<file path="src/rtl/io_port_pkg.sv">
// Shared defaults and interrupt FSM encoding for the host/CPU I/O port bridge.
package io_port_pkg;

    localparam int unsigned DW_DEF    = 8;
    localparam int unsigned DEPTH_DEF = 4;

    typedef enum logic [1:0] {
        INT_IDLE       = 2'd0,
        INT_PULSE      = 2'd1,
        INT_WAIT_DRAIN = 2'd2
    } int_state_e;

endpackage

</file>
<file path="src/rtl/sync_fifo.sv">
// Single-clock FIFO with synchronous active-low reset.
// A push on a full FIFO is accepted only when a pop happens in the same cycle.
module sync_fifo
    import io_port_pkg::*;
#(
    parameter int unsigned DW    = DW_DEF,
    parameter int unsigned DEPTH = DEPTH_DEF
) (
    input  logic                       clk,
    input  logic                       rstn,
    input  logic                       push,
    input  logic                       pop,
    input  logic [DW-1:0]              wdata,
    output logic                       full,
    output logic                       empty,
    output logic [$clog2(DEPTH):0]     count,
    output logic [DW-1:0]              head
);

    localparam int unsigned AW = (DEPTH > 1) ? $clog2(DEPTH) : 1;
    localparam int unsigned CW = $clog2(DEPTH) + 1;

    logic [DW-1:0] mem [DEPTH];
    logic [AW-1:0] wr_ptr;
    logic [AW-1:0] rd_ptr;
    logic          do_push;
    logic          do_pop;

    assign full    = (count == CW'(DEPTH));
    assign empty   = (count == '0);
    assign do_pop  = pop && !empty;
    assign do_push = push && (!full || do_pop);
    assign head    = mem[rd_ptr];

    // Storage needs no reset; reads are qualified by empty.
    always_ff @(posedge clk) begin
        if (rstn && do_push) begin
            mem[wr_ptr] <= wdata;
        end
    end

    // Pointers wrap naturally since DEPTH is a power of two.
    always_ff @(posedge clk) begin
        if (!rstn) begin
            wr_ptr <= '0;
            rd_ptr <= '0;
            count  <= '0;
        end else begin
            if (do_push) begin
                wr_ptr <= wr_ptr + AW'(1);
            end
            if (do_pop) begin
                rd_ptr <= rd_ptr + AW'(1);
            end
            case ({do_push, do_pop})
                2'b10:   count <= count + CW'(1);
                2'b01:   count <= count - CW'(1);
                default: count <= count;
            endcase
        end
    end

endmodule

</file>
<file path="src/rtl/io_port_ctrl.sv">
// Bridges a host byte stream to a CPU's I_Port/O_Port through two FIFOs,
// with sticky error flags and a one-shot interrupt on input arrival.
module io_port_ctrl
    import io_port_pkg::*;
#(
    parameter int unsigned DEPTH = DEPTH_DEF,
    parameter int unsigned DW    = DW_DEF
) (
    input  logic                   clk,
    input  logic                   rstn,
    input  logic [DW-1:0]          host_in_data,
    input  logic                   host_in_valid,
    output logic                   host_in_ready,
    output logic [DW-1:0]          host_out_data,
    output logic                   host_out_valid,
    input  logic                   host_out_ready,
    output logic [DW-1:0]          cpu_i_port,
    input  logic                   cpu_in_rd,
    input  logic [DW-1:0]          cpu_o_port,
    input  logic                   cpu_out_wr,
    input  logic                   int_en,
    output logic                   int_sig,
    input  logic                   clr_flags,
    output logic                   in_underflow,
    output logic                   out_overflow,
    output logic [$clog2(DEPTH):0] in_count
);

    localparam int unsigned CW = $clog2(DEPTH) + 1;

    logic          in_full;
    logic          in_empty;
    logic [DW-1:0] in_head;
    logic          in_push;

    logic          out_full;
    logic          out_empty;
    logic [CW-1:0] out_count;
    logic [DW-1:0] out_head;
    logic          out_pop;

    logic          underflow_set;
    logic          overflow_set;

    int_state_e    int_state;

    assign in_push       = host_in_valid && !in_full;
    assign out_pop       = host_out_ready && !out_empty;
    assign underflow_set = cpu_in_rd && in_empty;
    assign overflow_set  = cpu_out_wr && out_full && !out_pop;

    assign host_in_ready  = rstn && !in_full;
    assign cpu_i_port     = in_empty ? '0 : in_head;
    assign host_out_valid = (out_count != '0);
    assign host_out_data  = out_empty ? '0 : out_head;

    sync_fifo #(
        .DW    (DW),
        .DEPTH (DEPTH)
    ) u_in_fifo (
        .clk   (clk),
        .rstn  (rstn),
        .push  (in_push),
        .pop   (cpu_in_rd),
        .wdata (host_in_data),
        .full  (in_full),
        .empty (in_empty),
        .count (in_count),
        .head  (in_head)
    );

    sync_fifo #(
        .DW    (DW),
        .DEPTH (DEPTH)
    ) u_out_fifo (
        .clk   (clk),
        .rstn  (rstn),
        .push  (cpu_out_wr),
        .pop   (out_pop),
        .wdata (cpu_o_port),
        .full  (out_full),
        .empty (out_empty),
        .count (out_count),
        .head  (out_head)
    );

    // Sticky error flags; a set in the same cycle as a clear wins.
    always_ff @(posedge clk) begin
        if (!rstn) begin
            in_underflow <= 1'b0;
            out_overflow <= 1'b0;
        end else begin
            if (underflow_set) begin
                in_underflow <= 1'b1;
            end else if (clr_flags) begin
                in_underflow <= 1'b0;
            end
            if (overflow_set) begin
                out_overflow <= 1'b1;
            end else if (clr_flags) begin
                out_overflow <= 1'b0;
            end
        end
    end

    // One interrupt per empty->non-empty episode; re-armed once the input drains.
    always_ff @(posedge clk) begin
        if (!rstn) begin
            int_state <= INT_IDLE;
            int_sig   <= 1'b0;
        end else begin
            int_sig <= 1'b0;
            if (!int_en) begin
                int_state <= INT_IDLE;
            end else begin
                case (int_state)
                    INT_IDLE: begin
                        if (in_empty && in_push) begin
                            int_state <= INT_PULSE;
                            int_sig   <= 1'b1;
                        end
                    end
                    INT_PULSE: begin
                        int_state <= INT_WAIT_DRAIN;
                    end
                    INT_WAIT_DRAIN: begin
                        if (in_empty) begin
                            int_state <= INT_IDLE;
                        end
                    end
                    default: begin
                        int_state <= INT_IDLE;
                    end
                endcase
            end
        end
    end

endmodule

</file>
<file path="config.mk">
export PLATFORM = sky130hd
export DESIGN_NAME = io_port_ctrl
export DESIGN_NICKNAME = d
export VERILOG_FILES = /design/src/rtl/io_port_pkg.sv /design/src/rtl/sync_fifo.sv /design/src/rtl/io_port_ctrl.sv
export SDC_FILE = /design/constraint.sdc
export NUM_CORES = 1
export LEC_CHECK = 0
export ABC_AREA = 1
export CAP_MARGIN = 5
export CORE_ASPECT_RATIO = 1.5
export CORE_MARGIN = 1.5
export CORE_UTILIZATION = 50
export DETAILED_ROUTE_END_ITERATION = 16
export GPL_ROUTABILITY_DRIVEN = 0
export PLACE_DENSITY = 0.72
export SLEW_MARGIN = 10
export SYNTH_ARGS = -nofsm -noshare
export SYNTH_HDL_FRONTEND = slang
export SYNTH_HIERARCHICAL = 1
export SYNTH_SLANG_ARGS = --single-unit
</file>
<file path="constraint.sdc">
create_clock -name clk -period 2.7 [get_ports clk]
set_clock_uncertainty 0.15 [all_clocks]
set_input_delay 0.405 -clock clk [delete_from_list [all_inputs] [get_ports clk]]
set_output_delay 0.405 -clock clk [all_outputs]
set_load 0.005 [all_outputs]
</file>
Word-level counts from Yosys, hierarchy flattened
Memory sizes are Yosys's and may differ from the RTL's. A register that Yosys moved wholly into a read port is not among the register bits.
Cells that the tools add are included.
- $add $sub $neg: 8
- equal/unequal tests: 10
- mux-type cells: 19
- reductions and logical operators: 31
- operators by type and width (kind ; count):
    $mux 8 ; 2
    $logic_and 1x1->1 ; 13
    $mux 2 ; 6
    $pmux 3 s2 ; 2
    $add 2x1->2 const B ; 4
    $mux 1 ; 8
    $reduce_bool 2->1 ; 4
    $add 3x1->3 const B ; 2
    $eq 2x1->1 const B ; 3
    $eq 2x2->1 const B ; 3
    $eq 3x3->1 const B ; 2
    $logic_not 3->1 ; 2
    $pmux 2 s3 ; 1
    $sub 3x1->3 const B ; 2
    $logic_not 1->1 ; 5
    $ne 2x2->1 const B ; 2
    $reduce_and 2->1 ; 2
    $reduce_and 3->1 ; 1
    $reduce_bool 3->1 ; 1
    $logic_not 2->1 ; 1
    $logic_or 1x1->1 ; 2
- bits in registers: 19
- RAM bits: 64
- input port bits: 24
- output and inout bits: 24
- word-level logic and storage cells: 80
- memories: 2
- memories (name ; words ; width ; read ports ; clocked after Yosys merged registers in ; wr ports ; RTL line ; RTL):
    u_in_fifo.mem ; 4 ; 8 ; 1 ; 1 ; 1 ; sync_fifo.sv:23 ; logic [DW-1:0] mem [DEPTH];
    u_out_fifo.mem ; 4 ; 8 ; 1 ; 1 ; 1 ; sync_fifo.sv:23 ;

Depth between registers and ports, before layout
- word-level depth: 9
- mapped depth: 19
- depth with buffers taken out: 18

Modules after synthesis
Netlist, hierarchy kept.
- modules (own cells, without submodules) (module ; instances ; cells each ; area each (um2) ; sequential area each (um2)):
    sync_fifo at u_out_fifo ; 1 ; 151 ; 1711.6 ; 1141.1
    sync_fifo at u_in_fifo ; 1 ; 142 ; 1680.4 ; 1141.1
    io_port_ctrl ; 1 ; 67 ; 389.1 ; 100.1

Least setup slack after synthesis
OpenSTA, ideal clock, no wires.
- path kind: reg2reg
- start point: register u_out_fifo.count[0]
- end point: register u_out_fifo.count[2]
- library setup time: 113 ps
- data arrival time: 1975 ps
- data required time: 2437 ps
- slack: 463 ps
- cell stages (with the launch flop): 20
- path buffers: 1
- clock period less this slack: 2237 ps
- cell sequence: dfxtp_1 nor2_2 nand2_1 inv_1 buf_6 inv_4 nand2_4 inv_1 inv_1 nand3_2 nand2_1 ha_1 inv_1 fa_1 inv_1 nand2_1 nand3_1 nand2_1 nand2_1 nor2_1
- cells in the longest elaborated chain, start to end: 8
- elaborated cells between the ends (all ways): 14
- those cells by class: add/sub (2); eq/ne (3); mux (1); reduce/logical (8)
- ends and longest elaborated chain (item ; RTL line ; RTL):
    start: declaration ; sync_fifo.sv:16 ; output logic [$clog2(DEPTH):0] count,
    start signal: assignment ; sync_fifo.sv:56 ; 2'b10: count <= count + CW'(1);
    start signal: assignment ; sync_fifo.sv:57 ; 2'b01: count <= count - CW'(1);
    start signal: assignment ; sync_fifo.sv:58 ; default: count <= count;
    $logic_not 3->1 * ; sync_fifo.sv:30 ; assign empty = (count == '0);
    net out_empty ; io_port_ctrl.sv:37 ; logic out_empty;
    $logic_not 1->1 * ; io_port_ctrl.sv:48 ; assign out_pop = host_out_ready && !out_empty;
    $logic_and 1x1->1 * ; io_port_ctrl.sv:48 ;
    net out_pop ; io_port_ctrl.sv:40 ; logic out_pop;
    $logic_and 1x1->1 * ; sync_fifo.sv:31 ; assign do_pop = pop && !empty;
    $logic_or 1x1->1 ; sync_fifo.sv:32 ; assign do_push = push && (!full || do_pop);
    $logic_and 1x1->1 ; sync_fifo.sv:32 ;
    $eq 2x1->1 or $eq 2x2->1 (tied branches) ; sync_fifo.sv:55 ; case ({do_push, do_pop})
    $pmux 3 s2 or $reduce_bool 2->1 (tied branches) ; n/a ;
Mark *: on every way through the listed nets, which the timed path passes. The rest lies on a longest branch.
A chain may end at the register's enable or synchronous reset.

Worst setup path in the final report
- start point: register u_in_fifo.count[0]
- end point: output port cpu_i_port[0]
- cells in the longest elaborated chain, start to end: 2
- ends and longest elaborated chain (item ; RTL line ; RTL):
    start: declaration ; sync_fifo.sv:16 ;
    start signal: assignment ; sync_fifo.sv:56 ;
    start signal: assignment ; sync_fifo.sv:57 ;
    start signal: assignment ; sync_fifo.sv:58 ;
    $logic_not 3->1 ; sync_fifo.sv:30 ;
    net in_empty ; io_port_ctrl.sv:32 ; logic in_empty;
    $mux 8 ; io_port_ctrl.sv:53 ; assign cpu_i_port = in_empty ? '0 : in_head;
    end: declaration ; io_port_ctrl.sv:17 ; output logic [DW-1:0] cpu_i_port,
The timed path passes the listed nets, and every way through them passes these cells.

==> out/qor.yml <==
synth:
  syn-cell-area_um2: 3780
  synth-main-ff-cell: "edfxtp_1"
  synth_compound_area_share_pct: 10.3
  synthArstFlopShare_pct: 0
  synth_xor_area_share_pct: 0
  syn_inst: 360
  synth_mux_area_share_pct: 0
  avgSynthCellArea_um2: 10.5
  yosysSeqAreaShare_pct: 63.0
  ys_types: 28
  synth.most_common_cell: "nor2_1"
  yosysTopAreaCell: "edfxtp_1"
  synth_warnings: 6
  yosys.area.top_type_share_pct: 50.8
  synth-adder-area-share_pct: 4.04
  syn-num-nets: 395
  synth.top_cells.by_count: "nor2_1 (73), edfxtp_1 (64), inv_1 (58)"
  synth_top_family_by_area: "simple AND/OR/NAND/NOR gates"
  synth.top_cells.by_area: "edfxtp_1 (51%), dfxtp_1 (12%), nor2_1 (7.2%)"
  synth_edf_count: 64
  synth-simple-area-share_pct: 15.0
  ys_seq_elements: 87
timing:
  finalSetupViolCount: 0
  min_period_over_period_pct: 92.5
  worst_slew_pin_slew_ns: 0.516
  slew_viol_final: 0
  timing_hold_violations_final: 0
  period_needed_ns: 2.50
  rsz0062_at_grt: "no"
  slew_headroom_pct: 65.6
  fin_setup_tns_ns: 0
  clock.fmax_mhz: 400
hold_path:
  hold_start: "in_underflow"
  hold_depth: 2
  hold_path_class: "flop to flop"
pwr:
  p_seq_share_pct: 44.2
  leakagePower_uw: 0.00183
  power.share.clock_pct: 20.5
  p_sw_share_pct: 33.1
  switching_power_uw: 1250
  p_comb_share_pct: 35.4
  intPower_uw: 2530
  power.density_nw_per_um2: 822
  ir_drop_mv: 0.542
grt:
  grt_pass1_vias: 2420
  overflow: 0
  grt_pass1_wl_um: 11200
  grt_max_degree: 18
  track_usage_pct: 18.9
  antenna_found_initial: 0
final_layout:
  fillCellCount: 623
  drive_gt1_share_pct: 13.0
  nets: 461
  area_growth_pct: 21.4
  antenna_cells: 0
  fin_util_pct: 63.1
worst_setup_path:
  crit_chain: "nor2_4 -> nand2_4 -> inv_1 -> nor2_1 -> clkdlybuf4s50_1"
  slowest_delay_ns: 0.48
  path_max_fanout: 11
  cp-startpoint: "u_in_fifo/count[0]"
  start_kind: "flop"
  reg2reg_depth: 18
  slowest_stage: "clkdlybuf4s50_1"
  cp_num_cells: 5
  r2r_start: "u_out_fifo/count[0]"
  endpoint_kind: "primary output"
  path_buf_inv: 2
  r2r_setup_slack_ns: 0.36
  arrival_ns: 1.94
  path_delay_family: "buffers and inverters"
  crit_required_ns: 2.14
  critPathKind: "flop to primary output"
floorplan:
  initial_core_util_pct: 52.0
  die_area_um2: 8100
  fp.coreArea_um2: 7270
  io_pins: 48
  fp-row-count: 38
  die_w_um: 74.0
  fp.dieH_um: 110
routing:
  drt-total-wl_um: 6920
  vias: 2596
  routedWlPerCell_um: 13.0
  drt_iter0_drc: 92
  vias_per_cell: 4.89
  drc: 0
  drtPass1Iterations: 6
  postRouteAntennaNets: 0
flow_run:
  drv_cap: 0
cts:
  htreeDepth: 3
  cts_tree: "done"
  clk_pin_slew_ns: 0.08
  insertion_delay_ns: 0.36
  cts_sinks: 87
  cts_root_buf: "clkbuf_8"
  cts-buffers-inserted: 9
  postCtsSetupRepairBufs: 0
  cts_max_path_buffers: 2
outcome:
  status: "finished clean"
placement:
  dp_hpwl_um: 4800
  portBuffers: 47
-- power groups by stage --
stage               sequential [uW]  combinational, uW  clock (uW)
floorplan                      1670                815           0
global route                   1680               1500         848
global placement               1690               1310           0
finish                         1670               1330         772
detailed placement             1700               1340           0
CTS                            1670               1350         795
-- flip-flops by register name (all words and copies together), names as in the netlist, named ones only --
| name | cells |
|---|---|
| u_in_fifo/rd_ptr | 2 |
| in_underflow | 1 |
| u_out_fifo/rd_ptr | 2 |
| u_out_fifo/wr_ptr | 2 |
| out_overflow | 1 |
| int_sig | 1 |
| u_out_fifo/mem | 32 |
| u_out_fifo/count | 3 |
| u_in_fifo/count | 3 |
| int_state | 2 |
| u_in_fifo/mem | 32 |
| u_in_fifo/wr_ptr | 2 |
-- cells by family after synthesis --
kind of cell,count (synthesis)
flops,87
buf+inv,68
simple gates,124
compound gates,70
fa+ha+maj,11
-- tightest hold or removal path: stages, from the launching register on --
cell	delay, ns
dfxtp_1	0.31
nand2_1	0.06
a21oi_1	0.05
-- cells in the final DEF, fill, tap and decap left out, drive strengths merged, types with 12 or more instances in the layout --
cell	netlist	layout
a21oi	13	13
buf	6	14
clkdlybuf4s50	0	47
dfxtp	23	23
edfxtp	64	64
inv	62	62
nand2	30	30
nand3	12	12
nor2	77	77
o21ai	40	40
o22ai	16	16
-- what timing repair did --
| item | in CTS | in global routing |
|---|---|---|
| gates resized for setup | 0 | 3 |
| hold buffers | 0 | 0 |
| endpoints found under the setup margin | 0 | 6 |
-- final timing paths --
kind,end
hold / removal,in_underflow
hold reg to reg,in_underflow
setup reg to reg,u_out_fifo/count[2]
setup / recovery,cpu_i_port[0]
-- metal layers --
layer | wire length [um] | up-vias | track usage, %
met5 | 0 | - | 0
met3 | 203 | 12 | 4.49
met4 | 146 | 0 | 9.92
li1 | - | 1329 | -
met2 | 3770 | 42 | 33.2
met1 | 2790 | 1213 | 20.7
-- stage by stage --
stage                     cells  total power, uW  cell area, um^2  hold WS [ns]  setup slack (ns)
after floorplan             360             2490             3780         0.291             0.463
after global placement      515             3000             4430         0.311             0.263
after detailed placement    515             3040             4430         0.309             0.223
after CTS                   531             3810             4590         0.321            0.0601
after global routing        531             4030             4590         0.348            0.0603
final                       531             3770             4590         0.315             0.201
-- final cells by class --
| cell class | instances | area [um^2] | share of cell area [%] |
|---|---|---|---|
| clock buffer | 9 | 124 | 2.70 |
| clock inverter | 7 | 40.0 | 0.872 |
| inverter | 62 | 235 | 5.12 |
| multi-input combinational | 205 | 1110 | 24.1 |
| sequential | 87 | 2380 | 51.9 |
| tap | 100 | 125 | 2.72 |
| timing repair buffer | 61 | 576 | 12.5 |
(Power assumes the default switching activity.)
